File: src/rtl/vport_stream_rx.sv
// Parallel video port receiver: registers RGB/HS/VS/DE, measures frame geometry and
// streams {start, rgb} words through a first-word-fall-through FIFO with backpressure.
module vport_stream_rx #(
   parameter int H_BITS     = 12,
   parameter int V_BITS     = 12,
   parameter int FIFO_DEPTH = 16,
   parameter bit HS_POL     = 1'b1,
   parameter bit VS_POL     = 1'b1
) (
   input  logic              iCLK,
   input  logic              iRESET,
   input  logic [7:0]        iRED,
   input  logic [7:0]        iGRN,
   input  logic [7:0]        iBLU,
   input  logic              iHS,
   input  logic              iVS,
   input  logic              iDE,
   output logic [23:0]       oDATA,
   output logic              oDV,
   output logic              oSTART,
   input  logic              iREADY,
   output logic [H_BITS-1:0] oWIDTH,
   output logic [V_BITS-1:0] oHEIGHT,
   output logic              oLOCKED,
   output logic [1:0]        oERR,
   input  logic              iERR_CLR
);
   localparam int AW = $clog2(FIFO_DEPTH);

   typedef enum logic [1:0] {S_WAIT_VS, S_ACTIVE, S_DROP} state_t;

   logic [23:0]       r_rgb_p0;
   logic              r_de_p0, r_vs_act_p0, r_hs_act_p0;
   logic              r_de_p1, r_vs_act_p1;
   logic              w_hs_unused;
   logic              w_fb, w_le;

   state_t            r_state;
   logic              r_sof;

   logic [24:0]       r_mem [FIFO_DEPTH];
   logic [AW-1:0]     r_wr_ptr, r_rd_ptr;
   logic [AW:0]       r_count;
   logic [24:0]       w_head;
   logic              w_empty, w_full, w_pop, w_push_req, w_push, w_ovf;

   logic [H_BITS-1:0] r_pix_cnt, r_first_w, r_width;
   logic [V_BITS-1:0] r_line_cnt, r_height;
   logic              r_locked;
   logic [1:0]        r_err;
   logic              w_len_err;

   // Stage p0: port registers, sync polarity normalised to active-high
   always_ff @(posedge iCLK) begin
      r_rgb_p0 <= {iRED, iGRN, iBLU};
   end

   always_ff @(posedge iCLK) begin
      if (iRESET) begin
         r_de_p0     <= 1'b0;
         r_vs_act_p0 <= 1'b0;
         r_hs_act_p0 <= 1'b0;
         r_de_p1     <= 1'b0;
         r_vs_act_p1 <= 1'b0;
      end else begin
         r_de_p0     <= iDE;
         r_vs_act_p0 <= (iVS == VS_POL);
         r_hs_act_p0 <= (iHS == HS_POL);
         r_de_p1     <= r_de_p0;
         r_vs_act_p1 <= r_vs_act_p0;
      end
   end

   // Line boundaries come from DE alone; normalised HS has no consumer here.
   assign w_hs_unused = r_hs_act_p0;
   assign w_fb        = r_vs_act_p0 && !r_vs_act_p1;
   assign w_le        = r_de_p1 && !r_de_p0;

   // Stage p1: FIFO write side and frame-capture state machine
   assign w_empty    = (r_count == '0);
   assign w_full     = (r_count == (AW+1)'(FIFO_DEPTH));
   assign w_pop      = !w_empty && iREADY;
   assign w_push_req = (r_state == S_ACTIVE) && r_de_p0;
   assign w_push     = w_push_req && (!w_full || w_pop);
   assign w_ovf      = w_push_req && w_full && !w_pop;

   always_ff @(posedge iCLK) begin
      if (iRESET) begin
         r_state <= S_WAIT_VS;
         r_sof   <= 1'b0;
      end else begin
         case (r_state)
            S_WAIT_VS, S_DROP: begin
               if (w_fb) begin
                  r_state <= S_ACTIVE;
                  r_sof   <= 1'b1;
               end
            end
            S_ACTIVE: begin
               if (w_ovf) r_state <= S_DROP;
               if (w_fb)        r_sof <= 1'b1;
               else if (w_push) r_sof <= 1'b0;
            end
            default: r_state <= S_WAIT_VS;
         endcase
      end
   end

   always_ff @(posedge iCLK) begin
      if (w_push) r_mem[r_wr_ptr] <= {r_sof, r_rgb_p0};
   end

   always_ff @(posedge iCLK) begin
      if (iRESET) begin
         r_wr_ptr <= '0;
         r_rd_ptr <= '0;
         r_count  <= '0;
      end else begin
         if (w_push) r_wr_ptr <= r_wr_ptr + AW'(1);
         if (w_pop)  r_rd_ptr <= r_rd_ptr + AW'(1);
         case ({w_push, w_pop})
            2'b10:   r_count <= r_count + (AW+1)'(1);
            2'b01:   r_count <= r_count - (AW+1)'(1);
            default: r_count <= r_count;
         endcase
      end
   end

   // Read side falls through: the head entry is visible as soon as it is written.
   assign w_head = r_mem[r_rd_ptr];
   assign oDV    = !w_empty;
   assign oDATA  = w_empty ? 24'h0 : w_head[23:0];
   assign oSTART = !w_empty && w_head[24];

   // Geometry measurement runs regardless of capture state
   assign w_len_err = w_le && (r_line_cnt != '0) && (r_pix_cnt != r_first_w);

   always_ff @(posedge iCLK) begin
      if (iRESET) begin
         r_pix_cnt  <= '0;
         r_first_w  <= '0;
         r_line_cnt <= '0;
         r_width    <= '0;
         r_height   <= '0;
         r_locked   <= 1'b0;
         r_err      <= 2'b00;
      end else begin
         if (w_le)                             r_pix_cnt <= '0;
         else if (r_de_p0 && r_pix_cnt != '1) r_pix_cnt <= r_pix_cnt + H_BITS'(1);
         if (w_le && r_line_cnt == '0) r_first_w <= r_pix_cnt;
         if (w_fb) begin
            if (r_line_cnt != '0) begin
               r_width  <= r_first_w;
               r_height <= r_line_cnt;
               r_locked <= (r_first_w == r_width) && (r_line_cnt == r_height);
            end
            r_line_cnt <= '0;
         end else if (w_le && r_line_cnt != '1) begin
            r_line_cnt <= r_line_cnt + V_BITS'(1);
         end
         r_err[0] <= w_len_err || (r_err[0] && !iERR_CLR);
         r_err[1] <= w_ovf     || (r_err[1] && !iERR_CLR);
      end
   end

   assign oWIDTH  = r_width;
   assign oHEIGHT = r_height;
   assign oLOCKED = r_locked;
   assign oERR    = r_err;

endmodule

File: config.mk
export PLATFORM = sky130hd
export DESIGN_NAME = vport_stream_rx
export DESIGN_NICKNAME = d
export VERILOG_FILES = /design/src/rtl/vport_stream_rx.sv
export SDC_FILE = /design/constraint.sdc
export NUM_CORES = 1
export LEC_CHECK = 0
export ABC_CLOCK_PERIOD_IN_PS = 7950
export CORE_ASPECT_RATIO = 1.2
export CORE_MARGIN = 4
export CORE_UTILIZATION = 36
export DETAILED_ROUTE_END_ITERATION = 8
export DONT_BUFFER_PORTS = 1
export HOLD_SLACK_MARGIN = 0.12
export PLACE_DENSITY_LB_ADDON = 0.05
export SLEW_MARGIN = 10
export SYNTH_ARGS = -nofsm -noshare
export SYNTH_HDL_FRONTEND = slang
export SYNTH_SLANG_ARGS = --single-unit
File: constraint.sdc
create_clock -name iCLK -period 7.95 [get_ports iCLK]
set_clock_uncertainty 0.15 [all_clocks]
set_input_delay 1.59 -clock iCLK [delete_from_list [all_inputs] [get_ports iCLK]]
set_output_delay 1.59 -clock iCLK [all_outputs]
set_load 0.03 [all_outputs]
==> impl_metrics.env, run 1 <==
export IMPL_status="completed"
export IMPL_fin_util_pct=41.50
export IMPL_synth_fp_nets=1147
export IMPL_wire_per_inst_um=24.53
export IMPL_route_detailed_drc=0
export IMPL_grt_use_met2_pct=27.36
export IMPL_grt_setup_unrepaired="no"
export IMPL_antenna_found_initial=5
export IMPL_path_clk_slew_ps=60
export IMPL_row_count=93
export IMPL_h_tree_depth=2
export IMPL_max_slew_margin_pct=26.09
export IMPL_finalSetupTns_ps=0
export IMPL_end_kind="output port"
export IMPL_die_y_um=264.9
export IMPL_multiInputGateArea_sq_um=5385
export IMPL_startpoint_type="register"
export IMPL_setup_viol=0
export IMPL_synth_seq_cells=511
export IMPL_synth_common_cells="400 x edfxtp_1, 111 x dfxtp_1, 100 x mux4_2"
export IMPL_finalCriticalPeriod_ps=5186
export IMPL_holdCritPathClass="reg -> reg"
export IMPL_core_area_sq_um=54110
export IMPL_die_area_sq_um=58830
export IMPL_seq_area_frac_synth_pct=71.89
export IMPL_postCtsSetupRepairBufs=0
export IMPL_powerDensity_nw_per_um2=280.3
export IMPL_cts_root_buf="clkbuf_16"
export IMPL_whs_ps=330.9
export IMPL_tritoncts="done"
export IMPL_grt_max_degree=64
export IMPL_slowest_delay_ps=870
export IMPL_nNetsFinal=1165
export IMPL_synth_ff_type="edfxtp_1"
export IMPL_ctsHoldBuffers=0
export IMPL_synth_compound_area_share_pct=2.869
export IMPL_timing_final_crit_share_pct=65.23
export IMPL_antenna_left=0
export IMPL_drv_cap=0
export IMPL_worst_pin_slew_ps=1109
export IMPL_synthTopCellsByArea="edfxtp_1 61%, mux4_2 11%, dfxtp_1 11%"
export IMPL_crit_family="simple AND/OR/NAND/NOR gates"
export IMPL_drt_pre_antenna_iters=4
export IMPL_yosysTopAreaCellShare_pct=60.66
export IMPL_fmax_mhz=192.8
export IMPL_vias=9751
export IMPL_grt_pass1_vias=10286
export IMPL_async_flop_share_pct=0
export IMPL_synth_mux_area_share_pct=16.14
export IMPL_synth_cell_types=55
export IMPL_dp_hpwl_um=25560
export IMPL_avgSynthCellArea_sq_um=17.89
export IMPL_wirelength_um=46200
export IMPL_synth_top_family_by_area="multiplexers"
export IMPL_regArea_sq_um=14240
export IMPL_path_cells="nor4_2 > nand2b_1 > nand2b_2 > o22ai_1"
export IMPL_met3_usage_pct=3.422
export IMPL_grt_busiest_layer="met2"
export IMPL_start_util_pct=36.59
export IMPL_vdd_drop_max_mv=0.1831
export IMPL_yosys_area_top_type="edfxtp_1"
export IMPL_place_gp_congestion=0.6850
export IMPL_cp_max_fo=25
export IMPL_p_leak_nw=7.104
export IMPL_fill_cells=4880
export IMPL_drt_iter0_drc=637
export IMPL_port_buffer_count=0
export IMPL_synth_most_common_cell="edfxtp_1"
export IMPL_worst_ep_arrival_time_ps=3450
export IMPL_synth_edff_count=400
export IMPL_die_w_um=222.1
export IMPL_slowest_stage="nand2b_2"
export IMPL_grt_pass1_wl_um=68830
export IMPL_cts_buffers=54
export IMPL_hold_violations=0
export IMPL_syn_instance_count=1107
export IMPL_use_met1_pct=20.07
export IMPL_synth_xor_area_share_pct=2.035
export IMPL_cts_sinks=511
export IMPL_slew_violations=0
export IMPL_synthAdderAreaFrac_pct=0.5687
export IMPL_worstSetupPathType="reg -> out"
export IMPL_drive_gt1_share_pct=19.57
export IMPL_required_ps=6210
export IMPL_syn2layout_area_growth_pct=13.41
export IMPL_cp_num_buf_inv=0
export IMPL_grt_overflow=0
export IMPL_clkLatencyLatePin_ps=590
export IMPL_via_per_inst=5.178
export IMPL_cts_resized_gates=0
export IMPL_ios=84
export IMPL_synth_warnings=0
export IMPL_yosys_area_share_simple_pct=4.973
export IMPL_synth_area_sq_um=19800
export IMPL_grt_use_total_pct=15.65
export IMPL_clock_path_buffers=3
-- worst paths after layout --
check	start	end	slack [ps]	cells past startpoint
worst max-delay path	r_count[1]$_SDFFE_PP0P_	oSTART	2760	4
worst min register to register	r_vs_act_p0$_SDFF_PP0_	r_vs_act_p1$_SDFF_PP0_	330	1
worst max register to register	r_de_p0$_SDFF_PP0_	r_mem[1][6]$_DFFE_PP_	4390	5
worst min-delay path	r_vs_act_p0$_SDFF_PP0_	r_vs_act_p1$_SDFF_PP0_	330	1
-- routing by layer --
metal	share of wire, %	vias to the layer above
met4	1.9	4
met2	52	149
met5	0.045	-
met3	4.0	68
li1	-	4422
met1	43	5108
-- flip-flops by register name, indices dropped and copies added (netlist names), 2 cells and up, named ones only --
name	cells
r_rd_ptr	4
oWIDTH	12
r_wr_ptr	4
r_mem	400
oHEIGHT	12
r_count	5
r_state	2
r_first_w	12
r_pix_cnt	12
oERR	2
r_line_cnt	12
r_rgb_p0	24
-- where the power goes --
part / internal, mW / leakage (nW) / total [mW] / switching [mW]
Clock: 1.41 / 0.842 / 2.44 / 1.02
Sequential: 2.90 / 4.51 / 3.02 / 0.114
Combinational: 0.364 / 1.76 / 0.843 / 0.479
Total: 4.68 / 7.10 / 6.29 / 1.61
-- cell families (layout without fill, tap and decap cells) --
logic type	count (synthesis)	after routing
mux	194	194
fa+ha+maj	9	9
compound gates	84	84
flops	511	511
other cells	0	1
simple gates	193	193
buf+inv	70	133
xor+xnor	46	46
-- stage by stage --
step	instances	power (mW)	area [sq um]	setup slack, ps
after global placement	1781	3.948	20730	3306
after global routing	1882	6.576	22450	2456
final	1883	6.294	22460	2764
after detailed placement	1781	3.950	20730	3279
after floorplan	1107	3.753	19800	3119
after CTS	1882	6.414	22450	2633
-- layout by cell type, fill, tap and decap left out, types with 3 or more instances in the layout --
cell type,n
edfxtp_1,400
dfxtp_1,108
mux4_2,100
mux2i_1,92
nor2_1,60
clkbuf_16,57
xor2_1,42
o22ai_1,25
nand2_1,22
a21oi_1,22
buf_4,20
nand3_1,17
clkbuf_1,15
nor2_4,12
nand4_1,12
inv_1,11
nor2b_1,9
or3_1,9
nor4_1,9
ha_1,9
clkinv_1,9
nand2b_1,8
clkbuf_8,8
clkinv_2,8
nor3_1,7
o21ai_1,7
or4_1,6
o31ai_1,5
nor3_2,4
o21ai_0,4
xnor2_1,4
o21a_1,3
a31oi_1,3
dfxtp_4,3
-- cell type report --
type / instances / share of cell area [%]
repair buffers: 21 / 0.7578
inverters: 11 / 0.1839
diodes: 1 / 0.01114
clock buffers: 80 / 7.093
flip-flops and latches: 511 / 63.44
clock inverters: 21 / 0.5683
well taps: 712 / 3.967
multi-input cells: 526 / 23.98
No activity file was read; power rests on OpenSTA's default activity.
==> run 2, diff against run 1 <==
ABC_CLOCK_PERIOD_IN_PS = 4300   (was 7950)
clock period = 4.3 ns   (was 7.95 ns; I/O delays follow)
==> impl_metrics.env, run 2 (synthesis gave the netlist of run 1 again) <==
export IMPL_switchingPower_mw=3.039
export IMPL_clock_path_buffers=3
export IMPL_regArea_sq_um=14240
export IMPL_setup_viol=0
export IMPL_holdCritPathClass="in -> reg"
export IMPL_wirelength_um=46320
export IMPL_min_delay_start="iRESET"
export IMPL_slowest_delay_ps=600
export IMPL_antenna_left=0
export IMPL_row_count=93
export IMPL_largest_reg_flops=400
export IMPL_p_leak_nw=7.450
export IMPL_slowest_stage="dfxtp_4"
export IMPL_vdd_drop_max_mv=0.3045
export IMPL_cts_buffers=55
export IMPL_p_sw_share_pct=25.37
export IMPL_place_gp_congestion=0.7100
export IMPL_grt_pass1_wl_um=69080
export IMPL_worstSetupPathType="reg -> out"
export IMPL_power_frac_comb_pct=16.0
export IMPL_vias=9986
export IMPL_drt_iter0_drc=555
export IMPL_worstReg2RegEnd="r_mem[12][4]$_DFFE_PP_"
export IMPL_antenna_found_initial=1
export IMPL_antenna_cells=0
export IMPL_port_buffer_count=0
export IMPL_seqPwrFrac_pct=46.0
export IMPL_nNetsFinal=1228
export IMPL_worst_ep_arrival_time_ps=2630
export IMPL_power_frac_clock_pct=38.0
export IMPL_die_area_sq_um=58830
export IMPL_multiInputGateArea_sq_um=5385
export IMPL_grt_setup_unrepaired="no"
export IMPL_ff2ff_setup_slack_ps=1270
export IMPL_grt_pass1_vias=10563
export IMPL_rr_worst_depth=5
export IMPL_grt_max_degree=64
export IMPL_cts_root_buf="clkbuf_16"
export IMPL_cp_num_buf_inv=2
export IMPL_required_ps=3290
export IMPL_grt_overflow=0
export IMPL_drt_pre_antenna_iters=4
export IMPL_drive_gt1_share_pct=21.59
export IMPL_final_common_cell="edfxtp_1"
export IMPL_via_per_inst=5.137
export IMPL_die_w_um=222.1
export IMPL_fill_cells=4864
export IMPL_slew_violations=0
export IMPL_syn2layout_area_growth_pct=16.80
export IMPL_p_total_mw=11.98
export IMPL_finalSetupTns_ps=0
export IMPL_cts_sinks=511
export IMPL_end_kind="output port"
export IMPL_crit_family="multiplexers"
export IMPL_worst_pin_slew_ps=1106
export IMPL_final_cell_mix="400 x edfxtp_1, 108 x dfxtp_1, 100 x mux4_2, 92 x mux2i_1, 60 x nor2_1"
export IMPL_route_detailed_drc=0
export IMPL_powerDensity_nw_per_um2=517.9
export IMPL_cts_resized_gates=0
export IMPL_path_clk_slew_ps=60
export IMPL_startpoint_type="register"
export IMPL_top_register="r_mem"
export IMPL_wire_per_inst_um=23.83
export IMPL_min_path_cells=1
export IMPL_grt_use_total_pct=15.60
export IMPL_dp_hpwl_um=26000
export IMPL_start_util_pct=36.59
export IMPL_path_cells="buf_12 > mux4_2 > mux2i_1 > o22ai_1 > buf_4"
export IMPL_fmax_mhz=274.6
export IMPL_h_tree_depth=2
export IMPL_rr_startpoint="r_de_p0$_SDFF_PP0_"
export IMPL_timing_final_crit_share_pct=84.70
export IMPL_core_area_sq_um=54110
export IMPL_ios=84
export IMPL_tritoncts="done"
export IMPL_reg_top3="r_mem (400), r_rgb_p0 (24)"
export IMPL_min_to="oERR[1]$_SDFF_PP0_"
export IMPL_status="completed"
export IMPL_finalCriticalPeriod_ps=3642
export IMPL_hold_violations=0
export IMPL_cp_max_fo=33
export IMPL_intPower_mw=8.939
export IMPL_max_slew_margin_pct=26.29
export IMPL_drv_cap=0
export IMPL_die_y_um=264.9
export IMPL_clkLatencyLatePin_ps=590
[run 2: area by class of cell]
type                       count  area share, %
sequential                   511          61.60
multi-input combinational    526          23.29
clock buffer                  77          6.482
tap                          712          3.852
timing repair buffer          83          3.657
clock inverter                24         0.9468
inverter                      11         0.1785
[run 2: metal layers]
layer / wire length, um / vias up / share of wire (%) / track usage, %
met5: 12 / - / 0.026 / 0
met4: 936 / 2 / 2.0 / 3.840
met3: 2129 / 70 / 4.6 / 3.444
met2: 24710 / 177 / 53 / 28.37
met1: 18530 / 5181 / 40 / 18.93
li1: - / 4556 / - / -
[run 2: worst max-delay path by stage]
stage	start	endpoint	slack (ps)	cells after the start
6_report	register	oDATA[18]	660	5
5_1_grt	register	oSTART	450	5
4_1_cts	register	oDATA[18]	530	5
3_5_place_dp	iREADY	r_mem[12][6]$_DFFE_PP_	1150	5
3_3_place_gp	iREADY	r_mem[12][6]$_DFFE_PP_	1170	5
2_1_floorplan	iREADY	r_mem[0][0]$_DFFE_PP_	200	5
[run 2: worst reg2reg max path, delay by kind of cell (launching register included)]
family	cells	cell delay, ps
flops	1	530
compound gates	1	520
buf+inv	1	250
simple gates	3	1270
[run 2: repair_timing]
action,CTS,global route
hold buffers,24,0
hold endpoints to repair,24,0
buffers inserted,0,0
[run 2: metrics by stage]
stage / cells / setup WS, ps / instance area [sq um] / hold WS, ps / utilization, %
2_1_floorplan: 1107 / 198.9 / 19800 / 303.4 / -
3_3_place_gp: 1819 / 1166 / 21170 / 306.8 / 39.12
3_5_place_dp: 1819 / 1153 / 21170 / 323.9 / 39.12
4_1_cts: 1944 / 531.1 / 23130 / 133.6 / 42.74
5_1_grt: 1944 / 452.0 / 23130 / 149.4 / 42.74
6_report: 1944 / 657.9 / 23130 / 177.0 / 42.74
[run 2: power by group through the flow]
stage / Clock, mW / Sequential [mW] / Combinational [mW]
finish: 4.55 / 5.51 / 1.92
global route: 4.90 / 5.53 / 2.07
CTS: 4.71 / 5.51 / 1.98
detailed placement: 0 / 5.62 / 1.96
global placement: 0 / 5.61 / 1.96
floorplan: 0 / 5.52 / 1.42
